==> src/rtl/mem_pkg.sv <==
// Shared defaults and FSM state encoding for the single-port memory controller.
// Latency: n/a (types and constants only).
// Backpressure: n/a.
package mem_pkg;

    localparam int ASIZE_DEF   = 16;
    localparam int DSIZE_DEF   = 16;
    localparam int MEM_LAT_DEF = 3;

    typedef enum logic [1:0] {
        IDLE  = 2'd0,
        ISSUE = 2'd1,
        WAIT  = 2'd2,
        DONE  = 2'd3
    } state_t;

endpackage

==> src/rtl/mem_arb.sv <==
// Two-way grant selection between the instruction and data ports (option macro: MEMCTRL_RR_EN).
// Latency: combinational, grants in the same cycle as the request when enabled.
// Backpressure: no grant while en is low; requesters must hold req until granted.
module mem_arb
    import mem_pkg::*;
(
`ifdef MEMCTRL_RR_EN
    input  logic clk,
    input  logic rst,
`endif
    input  logic en,
    input  logic if_req,
    input  logic d_req,
    output logic if_win,
    output logic d_win
);

`ifdef MEMCTRL_RR_EN
    // High when the instruction port should win the next tie; reset favours data.
    logic prio_if;

    // Pick a winner; a tie goes to the port that was not granted most recently.
    always_comb begin
        if_win = 1'b0;
        d_win  = 1'b0;
        if (en) begin
            if (if_req && d_req) begin
                if_win = prio_if;
                d_win  = !prio_if;
            end else begin
                if_win = if_req;
                d_win  = d_req;
            end
        end
    end

    // Remember who was served last so the other side wins the next tie.
    always_ff @(posedge clk) begin
        if (rst) begin
            prio_if <= 1'b0;
        end else if (if_win || d_win) begin
            prio_if <= d_win;
        end
    end
`else
    // Fixed priority: the data port always wins a tie.
    always_comb begin
        if_win = 1'b0;
        d_win  = 1'b0;
        if (en) begin
            d_win  = d_req;
            if_win = if_req && !d_req;
        end
    end
`endif

endmodule

==> src/rtl/mem_ctrl.sv <==
// Two-port (instruction/data) front end for a fixed-latency single-port memory (option macro: MEMCTRL_RR_EN).
// Latency: grant in cycle t, mem_cs in t+1, rdata registered end of t+MEM_LAT+1, done pulse in t+MEM_LAT+2.
// Backpressure: one access in flight; requests seen while busy are not granted and must be held.
module mem_ctrl
    import mem_pkg::*;
#(
    parameter int ASIZE   = ASIZE_DEF,
    parameter int DSIZE   = DSIZE_DEF,
    parameter int MEM_LAT = MEM_LAT_DEF
) (
    input  logic             clk,
    input  logic             rst,
    input  logic             if_req,
    input  logic [ASIZE-1:0] if_addr,
    output logic             if_gnt,
    output logic [DSIZE-1:0] if_rdata,
    output logic             if_done,
    input  logic             d_req,
    input  logic             d_wen,
    input  logic [ASIZE-1:0] d_addr,
    input  logic [DSIZE-1:0] d_wdata,
    output logic             d_gnt,
    output logic [DSIZE-1:0] d_rdata,
    output logic             d_done,
    output logic             mem_cs,
    output logic             mem_wen,
    output logic [ASIZE-1:0] mem_addr,
    output logic [DSIZE-1:0] mem_data_in,
    input  logic [DSIZE-1:0] mem_data_out,
    output logic             busy
);

    // WAIT lasts MEM_LAT-1 cycles: counter reloads to MEM_LAT-2 and exits at zero.
    localparam int CW       = (MEM_LAT > 1) ? $clog2(MEM_LAT) : 1;
    localparam int RELOAD_I = (MEM_LAT > 1) ? (MEM_LAT - 2) : 0;
    localparam logic [CW-1:0] RELOAD = CW'(RELOAD_I);

    state_t           state;
    state_t           state_nxt;
    logic [CW-1:0]    cnt;
    logic             sel_d;
    logic             wen_q;
    logic [ASIZE-1:0] addr_q;
    logic [DSIZE-1:0] wdata_q;
    logic             grant_en;
    logic             if_win;
    logic             d_win;
    logic             any_win;

    // Grants are only offered in IDLE and never while reset is asserted.
    assign grant_en = (state == IDLE) && !rst;
    assign any_win  = if_win || d_win;
    assign if_gnt   = if_win;
    assign d_gnt    = d_win;

    assign mem_addr    = addr_q;
    assign mem_data_in = wdata_q;

    mem_arb u_arb (
`ifdef MEMCTRL_RR_EN
        .clk    (clk),
        .rst    (rst),
`endif
        .en     (grant_en),
        .if_req (if_req),
        .d_req  (d_req),
        .if_win (if_win),
        .d_win  (d_win)
    );

    // State register.
    always_ff @(posedge clk) begin
        if (rst) begin
            state <= IDLE;
        end else begin
            state <= state_nxt;
        end
    end

    // Next state plus memory strobe and busy decode.
    always_comb begin
        state_nxt = state;
        mem_cs    = 1'b0;
        mem_wen   = 1'b1;
        busy      = 1'b1;
        case (state)
            IDLE: begin
                busy = 1'b0;
                if (any_win) begin
                    state_nxt = ISSUE;
                end
            end
            ISSUE: begin
                mem_cs  = 1'b1;
                mem_wen = wen_q;
                if (MEM_LAT > 1) begin
                    state_nxt = WAIT;
                end else begin
                    state_nxt = DONE;
                end
            end
            WAIT: begin
                mem_wen = wen_q;
                if (cnt == '0) begin
                    state_nxt = DONE;
                end
            end
            DONE: begin
                mem_wen   = wen_q;
                state_nxt = IDLE;
            end
            default: begin
                state_nxt = IDLE;
            end
        endcase
    end

    // Wait counter: loaded only when ISSUE hands over to WAIT, then counts down.
    always_ff @(posedge clk) begin
        if (rst) begin
            cnt <= '0;
        end else if (state == ISSUE) begin
            cnt <= RELOAD;
        end else if ((state == WAIT) && (cnt != '0)) begin
            cnt <= cnt - 1'b1;
        end
    end

    // Capture the winner's request at grant so later req/addr changes cannot disturb it.
    always_ff @(posedge clk) begin
        if (rst) begin
            sel_d   <= 1'b0;
            wen_q   <= 1'b1;
            addr_q  <= '0;
            wdata_q <= '0;
        end else if (any_win) begin
            sel_d  <= d_win;
            addr_q <= d_win ? d_addr : if_addr;
            wen_q  <= d_win ? d_wen : 1'b1;
            if (d_win) begin
                wdata_q <= d_wdata;
            end
        end
    end

    // Completion: sample read data at the end of DONE and pulse done the cycle after.
    always_ff @(posedge clk) begin
        if (rst) begin
            if_done  <= 1'b0;
            d_done   <= 1'b0;
            if_rdata <= '0;
            d_rdata  <= '0;
        end else begin
            if_done <= (state == DONE) && !sel_d;
            d_done  <= (state == DONE) && sel_d;
            if ((state == DONE) && wen_q) begin
                if (sel_d) begin
                    d_rdata <= mem_data_out;
                end else begin
                    if_rdata <= mem_data_out;
                end
            end
        end
    end

endmodule

==> config.mk <==
export PLATFORM = sky130hd
export DESIGN_NAME = mem_ctrl
export DESIGN_NICKNAME = d
export VERILOG_FILES = /design/src/rtl/mem_pkg.sv /design/src/rtl/mem_arb.sv /design/src/rtl/mem_ctrl.sv
export SDC_FILE = /design/constraint.sdc
export NUM_CORES = 1
export LEC_CHECK = 0
export ABC_AREA = 1
export ABC_CLOCK_PERIOD_IN_PS = 1800
export CAP_MARGIN = 20
export CELL_PAD_IN_SITES_DETAIL_PLACEMENT = 0
export CELL_PAD_IN_SITES_GLOBAL_PLACEMENT = 1
export CORE_ASPECT_RATIO = 1.4
export CORE_MARGIN = 4
export CORE_UTILIZATION = 29
export CTS_BUF_LIST = sky130_fd_sc_hd__clkbuf_4 sky130_fd_sc_hd__clkbuf_8
export CTS_CLUSTER_SIZE = 30
export DETAILED_ROUTE_END_ITERATION = 8
export HOLD_SLACK_MARGIN = 0.05
export PLACE_DENSITY_LB_ADDON = 0.1
export SYNTH_ARGS = -nofsm -noshare
export SYNTH_HDL_FRONTEND = slang
export SYNTH_SLANG_ARGS = --single-unit
==> constraint.sdc <==
create_clock -name clk -period 1.8 [get_ports clk]
set_input_delay 0.27 -clock clk [delete_from_list [all_inputs] [get_ports clk]]
set_output_delay 0.27 -clock clk [all_outputs]
set_load 0.02 [all_outputs]
==> results of run 1 <==
==> layer usage <==
metal | track usage [%] | share of wire [%]
met5 | 0 | 0
met4 | 7.59 | 2.2
met1 | 17.8 | 42
met2 | 26.6 | 48
met3 | 4.45 | 7.3
==> critical path, stage by stage, from the launching register on <==
cell and delay [ns]:
dfxtp_1 0.32, inv_1 0.09, ha_2 0.20, inv_2 0.05, nor2_4 0.11, nand3_1 0.11
inv_1 0.07, buf_4 0.13
==> cell families after synthesis <==
kind of cell / after synthesis / share of synthesized area, %
buffers and inverters: 37 / 6.57
flip-flops: 72 / 49.5
AO/OA/AOI/OAI: 56 / 10.9
adder cells (fa/ha/maj): 6 / 2.58
AND/OR/NAND/NOR: 216 / 30.4
==> cell type report <==
cell class | instances | area share [%]
clock buffer | 10 | 2.93
clock inverter | 6 | 1.97
inverter | 16 | 1.49
multi-input combinational | 278 | 27.4
sequential | 72 | 30.7
tap | 135 | 3.60
timing repair buffer | 156 | 31.9
==> power by group through the flow <==
stage / sequential (mW) / combinational, mW / clock, mW
2_1_floorplan: 2.23 / 0.934 / 0
4_1_cts: 1.97 / 2.03 / 1.52
3_5_place_dp: 2.01 / 2.04 / 0
3_3_place_gp: 2.00 / 2.02 / 0
5_1_grt: 2.01 / 2.23 / 1.59
6_report: 1.97 / 2.02 / 1.46
==> repair_timing <==
| action | CTS | global route |
|---|---|---|
| pin swaps | 0 | 1 |
| endpoints found under the setup margin | 5 | 18 |
| setup buffers | 0 | 3 |
| resized for setup | 14 | 4 |
==> layout by cell type, fill, tap and decap left out, drive strengths merged <==
| master | instances |
|---|---|
| nand3 | 36 |
| clkbuf | 10 |
| inv | 14 |
| or2 | 1 |
| clkdlybuf4s50 | 133 |
| dlygate4sd2 | 2 |
| clkinv | 3 |
| o21ai | 18 |
| nor3 | 1 |
| bufinv | 2 |
| a21oi | 37 |
| clkinvlp | 3 |
| nor2 | 40 |
| nand2 | 138 |
| dfxtp | 72 |
| o22ai | 1 |
| buf | 21 |
| ha | 6 |
==> worst paths after layout <==
| check | start | end | cells after the start |
|---|---|---|---|
| setup / recovery | state[1] | if_gnt | 7 |
| hold / removal | rst | mem_addr[1] | 6 |
| setup reg to reg | state[1] | mem_addr[5] | 10 |
| hold reg to reg | d_rdata[12] | d_rdata[12] | 2 |
==> flip-flops by register name, summed over array words and instances (netlist names) <==
register,cells
d_rdata,16
if_rdata,16
mem_addr,16
mem_data_in,16
cnt,2
state,2
d_done,1
if_done,1
sel_d,1
wen_q,1
==> per-stage QoR <==
| step | std cells | hold slack [ns] |
|---|---|---|
| after floorplan | 387 | 0.381 |
| after CTS | 670 | 0.425 |
| final | 673 | 0.446 |
| after detailed placement | 654 | 0.452 |
| after global placement | 654 | 0.451 |
| after global routing | 673 | 0.447 |
==> flow_metrics.env, run 1 <==
export IMPL_status="completed"
export IMPL_crit_path_start_kind="flop"
export IMPL_max_cap_violations=0
export IMPL_synth_top_area_share_pct=49.5
export IMPL_ys_flop_type="dfxtp_1"
export IMPL_fillers=1014
export IMPL_ys_seq_elements=72
export IMPL_synth_most_common_cell="nand2_1"
export IMPL_peakVddDrop_mv=0.649
export IMPL_vias_per_cell=4.38
export IMPL_synth_top_area_cell="dfxtp_1"
export IMPL_syn_avg_cell_area_um2=7.53
export IMPL_maxSlewHeadroom_pct=69.1
export IMPL_diodes=0
export IMPL_crit_type="reg2out"
export IMPL_synth_common_cells="nand2_1 (138), dfxtp_1 (72), nor2_1 (38)"
export IMPL_grt_ovfl_total=0
export IMPL_finalNetCount=608
export IMPL_insertion_delay_ns=0.35
export IMPL_grt_pass1_vias=2891
export IMPL_leakage_nw=1.91
export IMPL_arrival_ns=1.43
export IMPL_total_power_mw=5.44
export IMPL_num_rows=43
export IMPL_synth_edf_count=0
export IMPL_clk_pin_slew_ns=0.08
export IMPL_wire_per_inst_um=13.3
export IMPL_track_usage_pct=15.6
export IMPL_multi_input_comb_area_um2=1280
export IMPL_cts_hold_buf=0
export IMPL_rsz0062_at_grt="no"
export IMPL_grt_max_degree=37
export IMPL_switchingPower_mw=1.90
export IMPL_cts_buffers_inserted=9
export IMPL_p_sw_share_pct=34.9
export IMPL_drtAntennaViolNets=0
export IMPL_fin_tns_setup_ns=0
export IMPL_final_util_pct=47.7
export IMPL_power_internal_mw=3.54
export IMPL_postSynthCellCount=387
export IMPL_hold_violations=0
export IMPL_die_w_um=92.7
export IMPL_syn_nets=462
export IMPL_routabilityCongestion=0.723
export IMPL_vias=2949
export IMPL_rrSetupSlack_ns=0.21
export IMPL_comb_power_share_pct=37.0
export IMPL_cts_tree="done"
export IMPL_antenna_found_initial=0
export IMPL_die_area_um2=11700
export IMPL_pre_cts_ws_ns=-0.0662
export IMPL_pwr_share_seq_pct=36.2
export IMPL_async_flop_share_pct=0
export IMPL_ys_types=25
export IMPL_cts_max_level=3
export IMPL_die_y_um=127
export IMPL_post_route_min_period_ns=1.70
export IMPL_required_ns=1.53
export IMPL_maxSlewViolCount=0
export IMPL_period_share_pct=94.3
export IMPL_final_seq_area_um2=1440
export IMPL_ys_warn_count=0
export IMPL_worstMarginPinSlew_ns=0.464
export IMPL_syn_area_um2=2910
export IMPL_yosysSeqAreaShare_pct=49.5
export IMPL_p_clk_share_pct=26.7
export IMPL_drc_errors=0
export IMPL_grt_pass1_wl_um=14500
export IMPL_drive_above_1_share_pct=10.6
export IMPL_start_util_pct=29.6
export IMPL_layout_setup_ws_ns=0.102
export IMPL_setup_violations=0
export IMPL_cts_root_buf="clkbuf_8"
export IMPL_fmax_mhz=589
export IMPL_ctsLongestPathBuffers=2
export IMPL_syn2layout_area_growth_pct=61.1
export IMPL_wirelength_um=8920
export IMPL_num_io_pins=140
export IMPL_cp_max_fo=3
export IMPL_cts_sinks=72
export IMPL_fin_skew_ns=0.00694
export IMPL_hpwl_um=6390
export IMPL_final_area_um2=4690
export IMPL_drt_iter0_drc=98
export IMPL_synthTopCellsByArea="dfxtp_1 (49%), nand2_1 (18%), nand3_1 (6.0%)"
export IMPL_powerDensity_nw_per_um2=1160
export IMPL_drt_first_pass_iters=4
export IMPL_io_buffer_count=139
export IMPL_crit_path_end_kind="primary output"
export IMPL_hold_path_class="in2reg"
export IMPL_dpl_cell_area_um2=4450
export IMPL_coreArea_um2=9850
Note: power is estimated with default switching activity, not from simulation.
==> run 2: changes to the inputs <==
--- a/config.mk
+++ b/config.mk
@@ -6,7 +6,6 @@
 export NUM_CORES = 1
 export LEC_CHECK = 0
 export ABC_AREA = 1
-export ABC_CLOCK_PERIOD_IN_PS = 1800
 export CAP_MARGIN = 20
 export CELL_PAD_IN_SITES_DETAIL_PLACEMENT = 0
 export CELL_PAD_IN_SITES_GLOBAL_PLACEMENT = 1
==> results of run 2 <==
The final DEF is identical to that of run 1; final timing and power are the same.
